**src/rtl/parser_slice_buffer.sv**
```systemverilog
// Per-parser FWFT slice buffer. It holds slices granted by the distributor until
// the parser pops them, and reports free space back to the distributor as `ready`.
module parser_slice_buffer #(
  parameter int DEPTH = 4,
  parameter int PTR_W = 2
) (
  input  logic             clk,
  input  logic             rst,
  input  logic             valid_in,
  input  logic [143:0]     data_in,
  input  logic [15:0]      position_in,
  input  logic [16:0]      address_in,
  input  logic [2:0]       garbage_in,
  input  logic             lit_flag_in,
  output logic             ready,
  input  logic             flush,
  input  logic             rd_en,
  output logic             valid_out,
  output logic [143:0]     data_out,
  output logic [15:0]      position_out,
  output logic [16:0]      address_out,
  output logic [2:0]       garbage_out,
  output logic             lit_flag_out,
  output logic [PTR_W:0]   count,
  output logic             overflow,
  output logic             underflow,
  output logic [15:0]      slices_in
);

  typedef struct packed {
    logic [143:0] data;
    logic [15:0]  position;
    logic [16:0]  address;
    logic [2:0]   garbage;
    logic         lit_flag;
  } slice_t;

  localparam logic [PTR_W:0]   FULL    = (PTR_W+1)'(DEPTH);
  localparam logic [PTR_W:0]   CNT_ONE = (PTR_W+1)'(1);
  localparam logic [PTR_W-1:0] PTR_ONE = PTR_W'(1);

  slice_t           mem_q [DEPTH];
  slice_t           wr_slice, head;
  logic [PTR_W-1:0] wp_q, wp_d, rp_q, rp_d;
  logic [PTR_W:0]   cnt_q, cnt_d;
  logic             ovf_q, ovf_d, unf_q, unf_d;
  logic [15:0]      sin_q, sin_d;
  logic             push_ok, pop_ok, push_rej, pop_rej;

  // ready/valid_out decode registered occupancy only: the distributor consumes
  // ready combinationally, so no path from valid_in/rd_en/flush is allowed.
  assign ready     = (cnt_q != FULL);
  assign valid_out = (cnt_q != '0);

  assign push_ok  = valid_in &  ready     & ~flush;
  assign push_rej = valid_in & ~ready     & ~flush;
  assign pop_ok   = rd_en    &  valid_out & ~flush;
  assign pop_rej  = rd_en    & ~valid_out & ~flush;

  always_comb begin
    wp_d  = wp_q;
    rp_d  = rp_q;
    cnt_d = cnt_q;
    ovf_d = ovf_q | push_rej;
    unf_d = unf_q | pop_rej;
    sin_d = sin_q;
    if (flush) begin
      wp_d  = '0;
      rp_d  = '0;
      cnt_d = '0;
    end else begin
      if (push_ok) begin
        wp_d  = wp_q + PTR_ONE;
        sin_d = sin_q + 16'd1;
      end
      if (pop_ok) rp_d = rp_q + PTR_ONE;
      case ({push_ok, pop_ok})
        2'b10:   cnt_d = cnt_q + CNT_ONE;
        2'b01:   cnt_d = cnt_q - CNT_ONE;
        default: cnt_d = cnt_q;
      endcase
    end
  end

  always_ff @(posedge clk) begin
    if (rst) begin
      wp_q  <= '0;
      rp_q  <= '0;
      cnt_q <= '0;
      ovf_q <= 1'b0;
      unf_q <= 1'b0;
      sin_q <= '0;
    end else begin
      wp_q  <= wp_d;
      rp_q  <= rp_d;
      cnt_q <= cnt_d;
      ovf_q <= ovf_d;
      unf_q <= unf_d;
      sin_q <= sin_d;
    end
  end

  // Storage is deliberately left unreset; valid_out qualifies the head fields.
  assign wr_slice = '{data: data_in, position: position_in, address: address_in,
                      garbage: garbage_in, lit_flag: lit_flag_in};

  always_ff @(posedge clk) begin
    if (!rst && push_ok) mem_q[wp_q] <= wr_slice;
  end

  assign head         = mem_q[rp_q];
  assign data_out     = head.data;
  assign position_out = head.position;
  assign address_out  = head.address;
  assign garbage_out  = head.garbage;
  assign lit_flag_out = head.lit_flag;

  assign count     = cnt_q;
  assign overflow  = ovf_q;
  assign underflow = unf_q;
  assign slices_in = sin_q;

endmodule
```
**config.mk**
```make
export PLATFORM = sky130hd
export DESIGN_NAME = parser_slice_buffer
export DESIGN_NICKNAME = d
export VERILOG_FILES = /design/src/rtl/parser_slice_buffer.sv
export SDC_FILE = /design/constraint.sdc
export NUM_CORES = 1
export LEC_CHECK = 0
export ABC_CLOCK_PERIOD_IN_PS = 6700
export CAP_MARGIN = 5
export CORE_MARGIN = 4
export CORE_UTILIZATION = 30
export DETAILED_ROUTE_END_ITERATION = 6
export GPL_TIMING_DRIVEN = 0
export HOLD_SLACK_MARGIN = 0.08
export PLACE_DENSITY = 0.53
export SLEW_MARGIN = 10
export SYNTH_ARGS = -nofsm -noshare
export SYNTH_HDL_FRONTEND = slang
export SYNTH_SLANG_ARGS = --single-unit
```
**constraint.sdc**
```tcl
create_clock -name clk -period 6.7 [get_ports clk]
set_input_delay 1.005 -clock clk [delete_from_list [all_inputs] [get_ports clk]]
set_output_delay 1.005 -clock clk [all_outputs]
set_load 0.01 [all_outputs]
```
# After elaboration in Yosys (flattened, before gate mapping)
# Memory sizes are Yosys's and may differ from the RTL's. A register that Yosys moved wholly into a read port is not among the register bits.
# Cells that the tools add are included.
dict set report totals {
  ff_bits 25
  ramBits 724
  inputBits 186
  out_inout_bits 204
  word_cells 39
  mem_count 1
}
# name depth word_bits read_ports rd_ports_with_merged_regs wr line_no
set memory_table {}
lappend memory_table {mem_q 4 181 1 1 1 42} ;# slice_t mem_q [DEPTH];
dict set report classes {
  addsub 5
  eq_ne 3
  mux 5
  bitwise 13
  n_reduce_logical 6
}
# op n
set op_table {}
lappend op_table {{adder 16 x 1 -> 16 bit (second input constant)} 1}
lappend op_table {{bitwise AND 1 bit} 8}
lappend op_table {{one-hot mux 3 bit (2 select lines)} 1}
lappend op_table {{adder 2 x 1 -> 2 bit (second input constant)} 2}
lappend op_table {{2-to-1 mux 2 bit} 2}
lappend op_table {{adder 3 x 1 -> 3 bit (second input constant)} 1}
lappend op_table {{!= test 3 bit (second input constant)} 1}
lappend op_table {{NOT 1 bit} 3}
lappend op_table {{nonzero test 3 bit} 1}
lappend op_table {{subtractor 3 x 1 -> 3 bit (second input constant)} 1}
lappend op_table {{== test 2 x 1 -> 1 bit (second input constant)} 1}
lappend op_table {{== test 2 bit (second input constant)} 1}
lappend op_table {{2-to-1 mux 1 bit} 2}
lappend op_table {{OR 1 bit} 2}
lappend op_table {{AND reduction 2 bit} 1}
lappend op_table {{nonzero test 2 bit} 1}
lappend op_table {{OR reduction 2 bit} 1}
lappend op_table {{logical AND 1 bit} 1}
lappend op_table {{zero test 1 bit} 1}

# Longest topological paths before layout
dict set report depth {
  depth_word 6
  mapped_depth 9
}

# Worst setup path before layout
# OpenSTA, ideal clock, no wires.
dict set report synth_timing {
  kind {input to register}
  start {in flush}
  end {mem mem_q[0][0] (netlist name), enable pin}
  setup_time_ns 0.564
  arrival_time_ns 5.887
  path_slack_ns 0.249
  cell_stages 5
  cell_sequence {nand2b_1 > nor2_1 > inv_1 > nor2_1 > and2_1}
}
dict set report synth_between {
  elab_chain_cells 5
}
# item line_no
set synth_rtl {}
lappend synth_rtl {{start, declared} 16} ;# input logic flush,
lappend synth_rtl {{NOT 1 bit (no line)} --}
lappend synth_rtl {{bitwise AND 1 bit} 55} ;# assign push_ok = valid_in & ready & ~flush;
lappend synth_rtl {{logical AND 1 bit} 108} ;# if (!rst && push_ok) mem_q[wp_q] <= wr_slice;
lappend synth_rtl {{2-to-1 mux 1 bit} 108}
lappend synth_rtl {{2-to-1 mux 1 bit (implied by the code)} 108}
lappend synth_rtl {{end, declared} 42}
# Every way passes these cells.

==> summary.md <==
| Metric | Value |
|---|---|
| Result of the run | `finished, final reports clean` |
| Clk root buf | `clkbuf_16` |
| Min-delay worst type | `reg2reg` |
| Final Power | `around 10 mW` |
| Fin. max-slew vios | `0` |
| Hold_sp | `underflow` |
| Wire length per cell | `about 22 µm` |
| Die Ht | `309.4 µm` |
| I/O Pins | `slightly below 400` |
| Reg-to-reg critical path startpoint | `count[0]` |
| Max incr delay on CP | `roughly 0.78 ns` |
| Via Count | `12812` |
| Filler Cells Inserted | `8040` |
| Buf+Inv Stages, Crit Path | `4` |
| Placed Area | `around 0.033 mm²` |
| Final period util | `0.7640` |
| CP max FO | `10` |
| Cts hold-fix bufs | `0` |
| Slew margin rel. | `0.3554` |
| Core Region | `0.09001 mm²` |
| Synth Area in Adders | `0.003490` |
| Drt via density | `4.527` |
| Psw | `1.972 mW` |
| GRT overflow | `0` |
| CTS tree | `done` |
| Clk pin slew, worst setup/hold paths | `0.06 ns` |
| WL met2 | `a little over 30000 µm` |
| Final Core Density | `0.3962` |
| Initial antenna violation count | `11` |
| CTS buffer count | `slightly above 80` |
| Pin count of the biggest net entering global routing | `47` |
| Area growth syn-to-layout | `30.89%` |
| Fin Hold WS | `0.4935 ns` |
| Critical path's most frequent cell | `clkbuf_1` |
| Initial Util | `0.3027` |
| Crit path kind | `reg2out` |
| CP Data Arrival Time | `approximately 4.1 ns` |
| GPL Wtd Cong | `roughly 0.74` |
| Xor/xnor cell area share of the yosys netlist | `0.004179` |
| Drt pass-1 iters | `5` |
| Logic pwr share | `0.036` |
| Final WS setup | `between 1.5 and 2 ns` |
| Setup violations, final | `0` |
| DRC | `0` |
| DP Cell Count | `2672` |
| DP HPWL | `40260 µm` |
| Initial drt markers | `around 640` |
| Startpoint types | `register` |
| CTS max path bufs | `3` |
| Metal-1 WL | `25270 µm` |
| Final Skew | `roughly 0.011 ns` |
| P_leak | `around 11 nW` |
| Endpoint class of the critical path | `output port` |
| Top sig layer | `met5` |
| Clk sinks | `751` |
| Layout cell share with drive strength beyond 1 | `0.2042` |
| Largest family of logic cells by synthesized area | `multiplexers` |
| Post-route ant nets | `0` |
| Die width | `309.4 µm` |
| Layout Nets | `roughly 1800` |
| Synth Area in Simple Gates | `0.01221` |
| Gate count of the mapped netlist | `approximately 1100` |
| Storage element area | `approximately 0.022 mm²` |
| DR WL met3 | `approximately 5100 µm` |
| Row count | `110` |
| FF+latch count, synth | `751` |
| Vias in the first global route | `~14000` |
| Count of different cell masters after synthesis | `30` |
| Worst-Skew Late Latency | `around 0.63 ns` |
| Sequential share of the synthesized area | `0.8177` |
| WP data required | `between 5 and 6 ns` |
| Pre-CTS WS | `~1.9 ns` |
| Pwr/cell area | `~280 mW/mm²` |
| Mapped Area | `between 0.02 and 0.03 mm²` |
| Total track usage | `0.1289` |
| Non-Filler Instances | `between 2000 and 3000` |
| Die area | `around 0.096 mm²` |
| Crit-path cells | `clkbuf_1 > buf_1 > clkbuf_1 > mux4_2 > clkdlybuf4s50_1` |
| Port Buffer Count | `a little under 400` |
| Slowest cell on crit path | `buf_1` |
| Most common cell after layout, fill and taps aside | `edfxtp_1` |
| First-pass GRT wire length | `90740 µm` |
| Multiplexer area fraction after synthesis | `0.1496` |
| Leading cell types in the layout, fill and taps excluded | `edfxtp_1, clkdlybuf4s50_1, mux4_2, clkbuf_16, clkbuf_1` |
| Seq pwr share | `0.527` |
| Post-CTS Setup Repair Bufs | `0` |
| Max VDD drop | `about 0.15 mV` |
| Part of the power in the clock network | `0.438` |
| Synthesis Warnings | `0` |
| Synthesized Nets | `1284` |
| Avg Synthesized Cell Area | `roughly 25 µm²` |
| Post-Route WL | `just over 60000 µm` |
| Int Pwr | `7.902 mW` |
| Max H-tree Level | `3` |
| Setup tns final | `0 ns` |
| Achievable Freq | `approximately 200 MHz` |
| Switching share of power | `0.1997` |
| Fin. Hold Viols | `0` |
| Worst slew pin tran | `0.9668 ns` |
| CP delay by family, top | `buffers and inverters` |
| Cell area after layout | `0.03566 mm²` |
| Post-CTS sizing | `0` |
| Max-cap violations | `0` |
| RSZ-0062 raised after global routing | `no` |
| Fin crit period | `~5.1 ns` |
| Synth Area in Compound Gates | `0.004316` |
| Area of the multi-input gates | `0.004746 mm²` |
[state kept, by name, summed over array words and instances (netlist names), named ones only]
name       cells
underflow      1
rp_q           2
wp_q           2
count          3
overflow       1
slices_in     16
mem_q        724
[final timing paths]
check / cells past startpoint / slack (ns) / to
min reg2reg: 2 / 0.49 / underflow
max reg2reg: 7 / 3.70 / mem_q[0][157]
min: 2 / 0.49 / underflow
max: 5 / 1.58 / data_out[110]
[synth_stat cells, drive strengths merged]
library cell | instances | share of area
edfxtp | 724 | 0.80
mux4 | 181 | 0.15
dfxtp | 27 | 0.020
buf | 26 | 0.0045
clkbuf | 19 | 0.0026
nor2 | 19 | 0.0026
a21oi | 13 | 0.0024
inv | 10 | 0.0014
xor2 | 8 | 0.0026
nand2 | 7 | 0.00096
nand3 | 7 | 0.0013
ha | 6 | 0.0028
and2 | 5 | 0.0011
o31ai | 5 | 0.0014
or4 | 5 | 0.0014
xnor2 | 5 | 0.0016
nand4 | 4 | 0.00092
or3 | 4 | 0.00092
o21ai | 3 | 0.00055
nor2b | 2 | 0.00046
nor4 | 2 | 0.00046
or2 | 2 | 0.00046
and3 | 1 | 0.00023
and4 | 1 | 0.00032
and4b | 1 | 0.00037
fa | 1 | 0.00073
nand2b | 1 | 0.00023
nor3 | 1 | 0.00018
nor3b | 1 | 0.00028
[routing by layer]
layer,up-vias,global-route usage
met5,-,0
met2,349,0.2149
li1,5673,-
met4,10,0.03808
met3,91,0.04581
met1,6689,0.1591
[tightest hold or removal path, delay by kind of cell, from the launching register on]
kind	cells	cell delay [ns]
and+or+nand+nor	1	0.08
DFF	1	0.34
AOI/OAI and AO/OA	1	0.04
[cell families after synthesis]
family          Yosys count
flops                   751
mux                     181
simple gates             63
buf+inv                  55
compound gates           21
xor+xnor                 13
fa+ha+maj                 7
[cell type report]
type,instances,area share
inverters,10,0.001052
clock inverters,56,0.01309
repair buffers,405,0.1207
flip-flops and latches,751,0.6248
plain buffers,45,0.005403
diodes,4,0.0002807
multi-input cells,285,0.1331
well taps,1176,0.04126
clock buffers,98,0.06041
[power groups by stage]
stage	Combinational (mW)	Sequential, mW	Clock [mW]
3_3_place_gp	0.339	5.32	0
3_5_place_dp	0.357	5.30	0
2_1_floorplan	0.0923	5.31	0
4_1_cts	0.359	5.20	4.48
6_report	0.351	5.20	4.32
5_1_grt	0.376	5.20	4.70
Note: power is estimated with default switching activity, not from simulation.
